[config.mk]
export PLATFORM = sky130hd
export DESIGN_NAME = cpu_memwb_unit
export DESIGN_NICKNAME = d
export VERILOG_FILES = /design/src/rtl/cpu_pkg.sv /design/src/rtl/memwb_bus_if.sv /design/src/rtl/cpu_memwb_unit.sv
export SDC_FILE = /design/constraint.sdc
export NUM_CORES = 1
export LEC_CHECK = 0
export CORE_MARGIN = 2
export CORE_UTILIZATION = 45
export DETAILED_ROUTE_END_ITERATION = 6
export PLACE_DENSITY_LB_ADDON = 0.2
export SYNTH_ARGS = -nofsm -noshare
export SYNTH_HDL_FRONTEND = slang
export SYNTH_SLANG_ARGS = --single-unit
[constraint.sdc]
create_clock -name clk -period 5.4 [get_ports clk]
set_input_delay 1.08 -clock clk [delete_from_list [all_inputs] [get_ports clk]]
set_output_delay 1.08 -clock clk [all_outputs]
set_load 0.02 [all_outputs]
[src/rtl/cpu_pkg.sv]
// Shared types for the CPU memory/writeback stage: FSM states, op classes and
// the captured-op record passed from execute into mem/wb.
package cpu_pkg;

   // Op record fields are sized for the widest supported datapath.
   localparam int OP_DATA_W = 32;
   localparam int OP_REG_AW = 8;

   typedef enum logic [1:0] {IDLE, MEM_WAIT, BUS_WAIT, WB} memwb_state_e;
   typedef enum logic [1:0] {OP_ALU, OP_LOAD, OP_STORE, OP_BUS} op_class_e;

   typedef struct packed {
      logic [OP_DATA_W-1:0] addr;
      logic [OP_DATA_W-1:0] data;
      logic [OP_REG_AW-1:0] dest;
      logic                 alutoreg;
      logic                 memtoreg;
      logic                 bustoreg;
      op_class_e            cls;
   } memwb_op_t;

   // Bus traffic outranks loads, loads outrank stores, everything else is ALU.
   function automatic op_class_e classifyOp(input logic bustoreg, input logic buswrite,
                                            input logic memread, input logic memtoreg,
                                            input logic memwrite);
      op_class_e cls;
      cls = OP_ALU;
      if (bustoreg || buswrite)
         cls = OP_BUS;
      else if (memread || memtoreg)
         cls = OP_LOAD;
      else if (memwrite)
         cls = OP_STORE;
      return cls;
   endfunction

endpackage

[src/rtl/memwb_bus_if.sv]
// Accelerator-bus requester: holds req/addr/data stable until ack or timeout
// and keeps the sticky timeout error flag.
module memwb_bus_if
   import cpu_pkg::*;
#(
   parameter int DATA_W      = 16,
   parameter int BUS_TIMEOUT = 64
) (
   input  logic              clk,
   input  logic              rst,
   input  logic              i_start,
   input  logic              i_we,
   input  logic [DATA_W-1:0] i_addr,
   input  logic [DATA_W-1:0] i_wdata,
   input  logic              i_ack,
   input  logic [DATA_W-1:0] i_rdata,
   output logic              o_req,
   output logic              o_we,
   output logic [DATA_W-1:0] o_addr,
   output logic [DATA_W-1:0] o_wdata,
   output logic              o_done,
   output logic [DATA_W-1:0] o_rdata,
   output logic              o_err
);

   localparam int CW = $clog2(BUS_TIMEOUT);

   logic [CW-1:0] r_cnt;
   logic          w_expire;

   // An ack in the expiry cycle still counts as a normal completion.
   assign w_expire = (r_cnt == CW'(BUS_TIMEOUT - 1));
   assign o_done   = o_req && (i_ack || w_expire);
   assign o_rdata  = (o_req && i_ack) ? i_rdata : '0;

   always_ff @(posedge clk) begin
      if (rst) begin
         o_req   <= 1'b0;
         o_we    <= 1'b0;
         o_addr  <= '0;
         o_wdata <= '0;
         r_cnt   <= '0;
         o_err   <= 1'b0;
      end else if (o_req) begin
         if (o_done) begin
            o_req   <= 1'b0;
            o_we    <= 1'b0;
            o_addr  <= '0;
            o_wdata <= '0;
            r_cnt   <= '0;
            if (!i_ack)
               o_err <= 1'b1;
         end else begin
            r_cnt <= r_cnt + 1'b1;
         end
      end else if (i_start) begin
         o_req   <= 1'b1;
         o_we    <= i_we;
         o_addr  <= i_addr;
         o_wdata <= i_wdata;
         r_cnt   <= '0;
      end
   end

endmodule

[src/rtl/cpu_memwb_unit.sv]
// CPU mem/wb stage: accepts one op per handshake, runs BRAM or accelerator-bus
// access, and issues a single registered writeback pulse.
module cpu_memwb_unit
   import cpu_pkg::*;
#(
   parameter int DATA_W      = 16,
   parameter int REG_AW      = 4,
   parameter int DMEM_LAT    = 1,
   parameter int BUS_TIMEOUT = 64
) (
   input  logic              clk,
   input  logic              rst,
   input  logic              ex_valid,
   output logic              ex_ready,
   input  logic [DATA_W-1:0] ex_alu_out,
   input  logic [DATA_W-1:0] ex_data2,
   input  logic [REG_AW-1:0] ex_dest,
   input  logic              ex_alutoreg,
   input  logic              ex_memtoreg,
   input  logic              ex_bustoreg,
   input  logic              ex_memread,
   input  logic              ex_memwrite,
   input  logic              ex_buswrite,
   output logic              dmem_ren,
   output logic              dmem_wren,
   output logic [DATA_W-1:0] dmem_addr,
   output logic [DATA_W-1:0] dmem_data_to,
   input  logic [DATA_W-1:0] dmem_data_from,
   output logic              bus_req,
   output logic              bus_we,
   output logic [DATA_W-1:0] bus_addr,
   output logic [DATA_W-1:0] bus_data_out,
   input  logic [DATA_W-1:0] bus_data_in,
   input  logic              bus_ack,
   output logic              wb_en,
   output logic [REG_AW-1:0] wb_dest,
   output logic [DATA_W-1:0] wb_data,
   output logic              bus_err
);

   memwb_state_e      r_state;
   memwb_op_t         r_op;
   memwb_op_t         w_op;
   logic [2:0]        r_latCnt;
   logic              w_accept;
   logic              w_busStart;
   logic              w_busDone;
   logic [DATA_W-1:0] w_busRdata;
   logic              w_unused;

   always_comb begin
      w_op          = '0;
      w_op.addr     = OP_DATA_W'(ex_alu_out);
      w_op.data     = OP_DATA_W'(ex_data2);
      w_op.dest     = OP_REG_AW'(ex_dest);
      w_op.alutoreg = ex_alutoreg;
      w_op.memtoreg = ex_memtoreg;
      w_op.bustoreg = ex_bustoreg;
      w_op.cls      = classifyOp(ex_bustoreg, ex_buswrite, ex_memread, ex_memtoreg, ex_memwrite);
   end

   assign w_accept   = ex_valid && ex_ready;
   assign w_busStart = w_accept && (w_op.cls == OP_BUS);
   assign w_unused   = ^r_op;

   memwb_bus_if #(
      .DATA_W      (DATA_W),
      .BUS_TIMEOUT (BUS_TIMEOUT)
   ) u_busIf (
      .clk     (clk),
      .rst     (rst),
      .i_start (w_busStart),
      .i_we    (ex_buswrite),
      .i_addr  (ex_alu_out),
      .i_wdata (ex_data2),
      .i_ack   (bus_ack),
      .i_rdata (bus_data_in),
      .o_req   (bus_req),
      .o_we    (bus_we),
      .o_addr  (bus_addr),
      .o_wdata (bus_data_out),
      .o_done  (w_busDone),
      .o_rdata (w_busRdata),
      .o_err   (bus_err)
   );

   // Pulse-style outputs fall back to zero every cycle unless re-armed below.
   always_ff @(posedge clk) begin
      if (rst) begin
         r_state      <= IDLE;
         r_op         <= '0;
         r_latCnt     <= '0;
         ex_ready     <= 1'b1;
         dmem_ren     <= 1'b0;
         dmem_wren    <= 1'b0;
         dmem_addr    <= '0;
         dmem_data_to <= '0;
         wb_en        <= 1'b0;
         wb_dest      <= '0;
         wb_data      <= '0;
      end else begin
         dmem_ren     <= 1'b0;
         dmem_wren    <= 1'b0;
         dmem_addr    <= '0;
         dmem_data_to <= '0;
         wb_en        <= 1'b0;
         wb_dest      <= '0;
         wb_data      <= '0;
         case (r_state)
            IDLE, WB: begin
               r_state <= IDLE;
               if (w_accept) begin
                  r_op <= w_op;
                  case (w_op.cls)
                     OP_ALU: begin
                        if (ex_alutoreg) begin
                           wb_en   <= 1'b1;
                           wb_dest <= ex_dest;
                           wb_data <= ex_alu_out;
                        end
                     end
                     OP_STORE: begin
                        dmem_wren    <= 1'b1;
                        dmem_addr    <= ex_alu_out;
                        dmem_data_to <= ex_data2;
                     end
                     OP_LOAD: begin
                        dmem_ren  <= 1'b1;
                        dmem_addr <= ex_alu_out;
                        r_latCnt  <= '0;
                        ex_ready  <= 1'b0;
                        r_state   <= MEM_WAIT;
                     end
                     OP_BUS: begin
                        ex_ready <= 1'b0;
                        r_state  <= BUS_WAIT;
                     end
                     default: r_state <= IDLE;
                  endcase
               end
            end
            MEM_WAIT: begin
               if (r_latCnt == 3'(DMEM_LAT - 1)) begin
                  wb_en    <= 1'b1;
                  wb_dest  <= r_op.dest[REG_AW-1:0];
                  wb_data  <= dmem_data_from;
                  ex_ready <= 1'b1;
                  r_state  <= WB;
               end else begin
                  r_latCnt <= r_latCnt + 3'd1;
               end
            end
            BUS_WAIT: begin
               if (w_busDone) begin
                  ex_ready <= 1'b1;
                  if (r_op.bustoreg) begin
                     wb_en   <= 1'b1;
                     wb_dest <= r_op.dest[REG_AW-1:0];
                     wb_data <= w_busRdata;
                     r_state <= WB;
                  end else begin
                     r_state <= IDLE;
                  end
               end
            end
            default: r_state <= IDLE;
         endcase
      end
   end

endmodule

Yosys cells after proc, flatten, opt, wreduce, memory -nomap -nowiden
Index checks and enable logic that the tools add are counted.
Operators by class
  add/sub/neg operators: 2
  reduce and logical (&&, ||, !) cells: 24
  bitwise logic cells: 5
  equal/unequal tests: 14
  mux-type cells: 56
Operators by type and width (count)
  two-way mux 16 bit: 12
  one-hot mux 16 bit (3 select lines): 1
  two-way mux 4 bit: 6
  two-way mux 1 bit: 18
  two-way mux 6 bit: 3
  two-way mux 2 bit: 7
  one-hot mux 4 bit (3 select lines): 1
  inequality test 2 bit (second input constant): 5
  two-way mux 3 bit: 3
  == test 2 bit (second input constant): 4
  AND reduction 4 bit: 2
  OR reduction 4 bit: 2
  adder 6 x 1 -> 6 bit (second input constant): 1
  == test 6 bit (second input constant): 1
  one-hot mux 1 bit (3 select lines): 2
  one-hot mux 2 bit (3 select lines): 1
  one-hot mux 3 bit (2 select lines): 1
  AND reduction 2 bit: 3
  OR reduction 2 bit: 3
  inverter 1 bit: 5
  == test 2 x 1 -> 1 bit (second input constant): 2
  logical AND 1 bit: 4
  logical NOT 2 bit: 2
  inequality test 2 x 1 -> 1 bit (second input constant): 2
  7 further kinds: 10
Word-level totals
  register bits after elaboration: 107
  bits of input ports: 78
  output and inout port bits: 91
  logic and storage cells: 119

Longest topological paths before layout
  depth in word-level cells: 8
  depth in mapped cells: 10
  depth with buffers taken out: 9

Hierarchy
Synthesis repeated with hierarchy kept, for this count alone.
Unflattened totals
  cell total of the unflattened synthesis: 425
  area total of the unflattened synthesis: 4196.5 µm²
By module, submodules not included
  cpu_memwb_unit: times used 1, seq. area each 1321.3 µm², cells each 242, area each 2373.5 µm²
  memwb_bus_if: times used 1, seq. area each 820.8 µm², cells each 183, area each 1823.0 µm²

Least setup slack after synthesis
Ideal clock, no wire load.
  path type: input to register
  from: input ex_bustoreg
  to: register dmem_addr[0]
  setup time: 59 ps
  cell stages on the path: 5
  buffers on the path: 1
  setup slack: 2836 ps
  arrival time: 2505 ps
  data required time: 5341 ps
  cells stage by stage: nor4_1 -> ha_1 -> nor3_1 -> clkbuf_1 -> and2_1
On the way
  longest elaborated chain between the ends: 6
  elaborated cells on any way between the ends: 7
  classes of those cells: eq/ne (2); mux (1); bitwise (1); reduce/logical (3)
RTL lines
  start, declared: line cpu_memwb_unit.sv:20  | input logic ex_bustoreg,
  logical OR 1 bit (*): line cpu_pkg.sv:28  | if (bustoreg || buswrite)
  two-way mux 2 bit (*): line cpu_pkg.sv:28
  == test 2 x 1 -> 1 bit or == test 2 bit (tied branches): line cpu_memwb_unit.sv:114  | case (w_op.cls)
  OR reduction 2 bit (no line) (*)
  inverter 1 bit (no line) (*)
  OR reduction 4 bit (no line) (*)
  end signal, assigned: line cpu_memwb_unit.sv:124  | dmem_addr <= ex_alu_out;
  end signal, assigned: line cpu_memwb_unit.sv:129  | dmem_addr <= ex_alu_out;
  end, declared: line cpu_memwb_unit.sv:26  | output logic [DATA_W-1:0] dmem_addr,
Mark *: on every way between the ends. The rest lies on a longest branch, timed or not.
A chain may end at the register's enable or synchronous reset.

Worst setup path after layout
  from: input ex_buswrite
  to: register dmem_addr[13]
On the way
  longest elaborated chain between the ends: 6
  elaborated cells on any way between the ends: 7
  classes of those cells: eq/ne (2); mux (1); bitwise (1); reduce/logical (3)
RTL lines
  start, declared: line cpu_memwb_unit.sv:23  | input logic ex_buswrite,
  logical OR 1 bit (*): line cpu_pkg.sv:28
  two-way mux 2 bit (*): line cpu_pkg.sv:28
  == test 2 x 1 -> 1 bit or == test 2 bit (tied branches): line cpu_memwb_unit.sv:114
  OR reduction 2 bit (no line) (*)
  inverter 1 bit (no line) (*)
  OR reduction 4 bit (no line) (*)
Marks and branches as above.

==> results.json <==
{
  "outcome": "finished, violations left",
  "violated_checks": "DRC",
  "cts.clk_slew.worst_paths_ns": 0.10,
  "synthSimpleGateAreaFrac_pct": 16.4,
  "max_clock_freq_mhz": 320,
  "post_synth_xor_area_fraction_pct": 0,
  "tritoncts.num_buffers": 9,
  "setup_viol_count_final": 0,
  "cp_data_arrival_time_ns": 3.42,
  "cts_buffer_depth": 2,
  "finalSetupTns_ns": 0,
  "core_mm2": 0.00818,
  "netlist_instances": 351,
  "synthesis.area_per_instance_um2": 10.8,
  "cpPeakStageDelay_ns": 0.71,
  "crit_path_max_fanout": 16,
  "grt_setup_unrepaired": "no",
  "h-tree-depth": 3,
  "tritoncts": "yes",
  "area_growth_pct": 49.2,
  "antenna_found_initial": 0,
  "power_leakage_nw": 2.18,
  "design.die.area_mm2": 0.00914,
  "clock_latency_ns": 0.36,
  "synth_fa_ha_area_share_pct": 2.65,
  "period_share_pct": 57.9,
  "worstPathBufferInverterCount": 1,
  "min_hold_slack_ns": 0.470,
  "detailed_router_iteration_count_before_antenna_repair": 7,
  "grt_util_all_layers_pct": 22.9,
  "drive_above_1_share_pct": 5.65,
  "initial_drt_markers": 160,
  "postSynthRegisterBits": 107,
  "post_syn_nets": 437,
  "path_class": "in -> reg",
  "worst_pin_slew_ns": 1.06,
  "wire_per_inst_um": 17.4,
  "yosys.cell_types.count": 43,
  "synthArstFlopShare_pct": 0,
  "synth-compound-area-share_pct": 19.4,
  "powerDensity_mw_per_mm2": 319,
  "holdBufCountCts": 0,
  "post_cts_buffers": 0,
  "cpMaxStageDelayCell": "sky130_fd_sc_hd__nor3_2",
  "met1Wirelength_mm": 4.35,
  "register_area_share_after_synthesis_pct": 56.7,
  "route.detailed.vias_per_inst": 5.30,
  "drc": 1,
  "number_of_clock_sinks_seen_by_cts": 107,
  "ys.warnings.count": 0,
  "clock-skew-final_ns": 0.0128,
  "final_slew_violations": 0,
  "ctsResizeCount": 0,
  "globalRouteOverflowTotal": 0,
  "layout_min_cycle_time_ns": 3.13,
  "synth_mux_area_share_pct": 0,
  "number_of_flops_mapped_to_enable_cells_by_yosys": 0,
  "gpl_wtd_cong": 0.803,
  "io_pins": 169,
  "max_cap_violations": 0,
  "cp-end-kind": "flop",
  "cts_root_buf": "sky130_fd_sc_hd__clkbuf_8",
  "syn_area_mm2": 0.00378,
  "die_height_um": 95.6,
  "hold_violations": 0,
  "irDropWorstVdd_uv": 162,
  "drt.antenna.violating_nets": 0,
  "dr_total_vias": 3276,
  "max_slew_margin_pct": 29.1,
  "top_signal_layer_used": "met4",
  "diodes": 0,
  "synth-main-ff-cell": "sky130_fd_sc_hd__dfxtp_1",
  "critPathTopFamily": "simple AND/OR/NAND/NOR gates",
  "grt_start_max_net_pins": 43,
  "detailedPlacementHpwl_mm": 7.82,
  "cp_cell_sequence": "clkdlybuf4s50_1 > nor4_1 > ha_1 > nor3_2 > and2_1",
  "rows": 33,
  "buffer_ports.inserted": 168,
  "die_width_um": 95.6,
  "critPathLaunchType": "input pin",
  "number_of_global_route_vias_before_repair": 3030,
  "fillers": 648,
  "hold_path_class": "reg -> reg",
  "floorplan.initialDensity_pct": 46.2,
  "combinational_family_with_the_most_area_after_synthesis": "compound AO/OA/AOI/OAI gates",
  "met3_length_um": 691,
  "num-nets-final": 595,
  "totalWireLength_mm": 10.7,
  "global_route_wire_length_before_repair_mm": 15.9,
  "route.met2.wl_mm": 5.48,
  "cp_data_required_time_ns": 5.70
}
[synthesized netlist by cell type (all sizes together) (6+ instances only)]
master | number | area share [%]
dfxtp | 107 | 57
a22o | 37 | 8.6
nor2 | 29 | 2.9
and2 | 21 | 3.5
and3 | 20 | 3.6
nand2 | 17 | 1.7
a21oi | 16 | 2.1
a222oi | 16 | 4.2
buf | 14 | 3.0
clkbuf | 9 | 0.89
inv | 9 | 0.89
ha | 8 | 2.7
nand3 | 7 | 0.93
a211oi | 6 | 1.5
[cells in the final DEF, fill, tap and decap left out, types with 2 or more instances in the layout]
cell                              instances
sky130_fd_sc_hd__and3_4                   2
sky130_fd_sc_hd__or3_1                    2
sky130_fd_sc_hd__nand4_1                  2
sky130_fd_sc_hd__nor2_1                  28
sky130_fd_sc_hd__clkdlybuf4s50_1        167
sky130_fd_sc_hd__nand2_1                 17
sky130_fd_sc_hd__a222oi_1                16
sky130_fd_sc_hd__buf_4                    2
sky130_fd_sc_hd__clkinvlp_4               2
sky130_fd_sc_hd__dfxtp_1                107
sky130_fd_sc_hd__nand3b_1                 2
sky130_fd_sc_hd__a21oi_1                 16
sky130_fd_sc_hd__inv_1                    9
sky130_fd_sc_hd__o21ai_0                  2
sky130_fd_sc_hd__and3_1                  17
sky130_fd_sc_hd__a31oi_1                  5
sky130_fd_sc_hd__inv_6                    2
sky130_fd_sc_hd__nand2b_1                 5
sky130_fd_sc_hd__nand3_1                  7
sky130_fd_sc_hd__clkbuf_8                10
sky130_fd_sc_hd__and2_1                  20
sky130_fd_sc_hd__a211oi_1                 5
sky130_fd_sc_hd__a22o_1                  37
sky130_fd_sc_hd__ha_1                     8
sky130_fd_sc_hd__nor2b_1                  2
[cell type report]
type | instances | area, µm² | area share [%]
clock inverters | 4 | 32.5 | 0.578
well taps | 105 | 131 | 2.33
flip-flops and latches | 107 | 2140 | 38.0
repair buffers | 170 | 1690 | 30.0
inverters | 9 | 33.8 | 0.600
multi-input cells | 212 | 1460 | 25.9
clock buffers | 11 | 141 | 2.51
[routing by layer]
| metal | up-vias | global-route usage, % |
|---|---|---|
| met5 | - | 0 |
| met4 | 0 | 9.05 |
| met3 | 17 | 5.45 |
| met2 | 115 | 39.5 |
| met1 | 1556 | 27.5 |
| li1 | 1588 | - |
[flip-flops by register name, summed over array words and instances, names as in the netlist]
name and cells:
dmem_addr 16, dmem_data_to 16, u_busIf.o_addr 16, u_busIf.o_wdata 16, wb_data 16, u_busIf.r_cnt 6, r_op 5, wb_dest 4
r_latCnt 3, r_state 2, dmem_ren 1, dmem_wren 1, ex_ready 1, u_busIf.o_err 1, u_busIf.o_req 1, u_busIf.o_we 1
wb_en 1
[worst register-to-register path, cell delays in order (launching register included)]
cell and delay [ns]:
sky130_fd_sc_hd__dfxtp_1 0.38, sky130_fd_sc_hd__inv_1 0.06, sky130_fd_sc_hd__ha_1 0.43, sky130_fd_sc_hd__nand3_1 0.29, sky130_fd_sc_hd__nor2_1 0.88, sky130_fd_sc_hd__and3_1 0.28
[logic make-up (layout without fill, tap and decap cells)]
kind of cell             after synthesis  in the layout
buffers and inverters                 32            194
adder cells (fa/ha/maj)                8              8
flip-flops                           107            107
AO/OA/AOI/OAI                         90             90
AND/OR/NAND/NOR                      114            114
[power by group]
group	internal [mW]	switching, mW	total [mW]
registers	0.854	0.0411	0.895
logic	0.215	0.241	0.457
clock network	0.182	0.265	0.447
total	1.25	0.548	1.80
[path summary, 6_finish.rpt]
kind                      endpoint  cells after the start   startpoint  slack [ns]
hold reg to reg            r_op[6]                      2      r_op[6]        0.47
setup / recovery     dmem_addr[13]                      5  ex_buswrite        2.27
hold / removal             r_op[6]                      2      r_op[6]        0.47
setup reg to reg  dmem_data_to[14]                      5   r_state[0]        3.03
[through the flow]
step	setup WS [ns]	area [µm²]	power [mW]	instances	util [%]
CTS	2.32	5630	1.81	618	68.9
global placement	2.07	5460	1.36	603	66.8
finish	2.27	5630	1.80	618	68.9
global route	2.13	5630	1.89	618	68.9
floorplan	2.84	3780	1.17	351	-
detailed placement	1.94	5460	1.37	603	66.8
No activity file was read; power rests on OpenSTA's default activity.
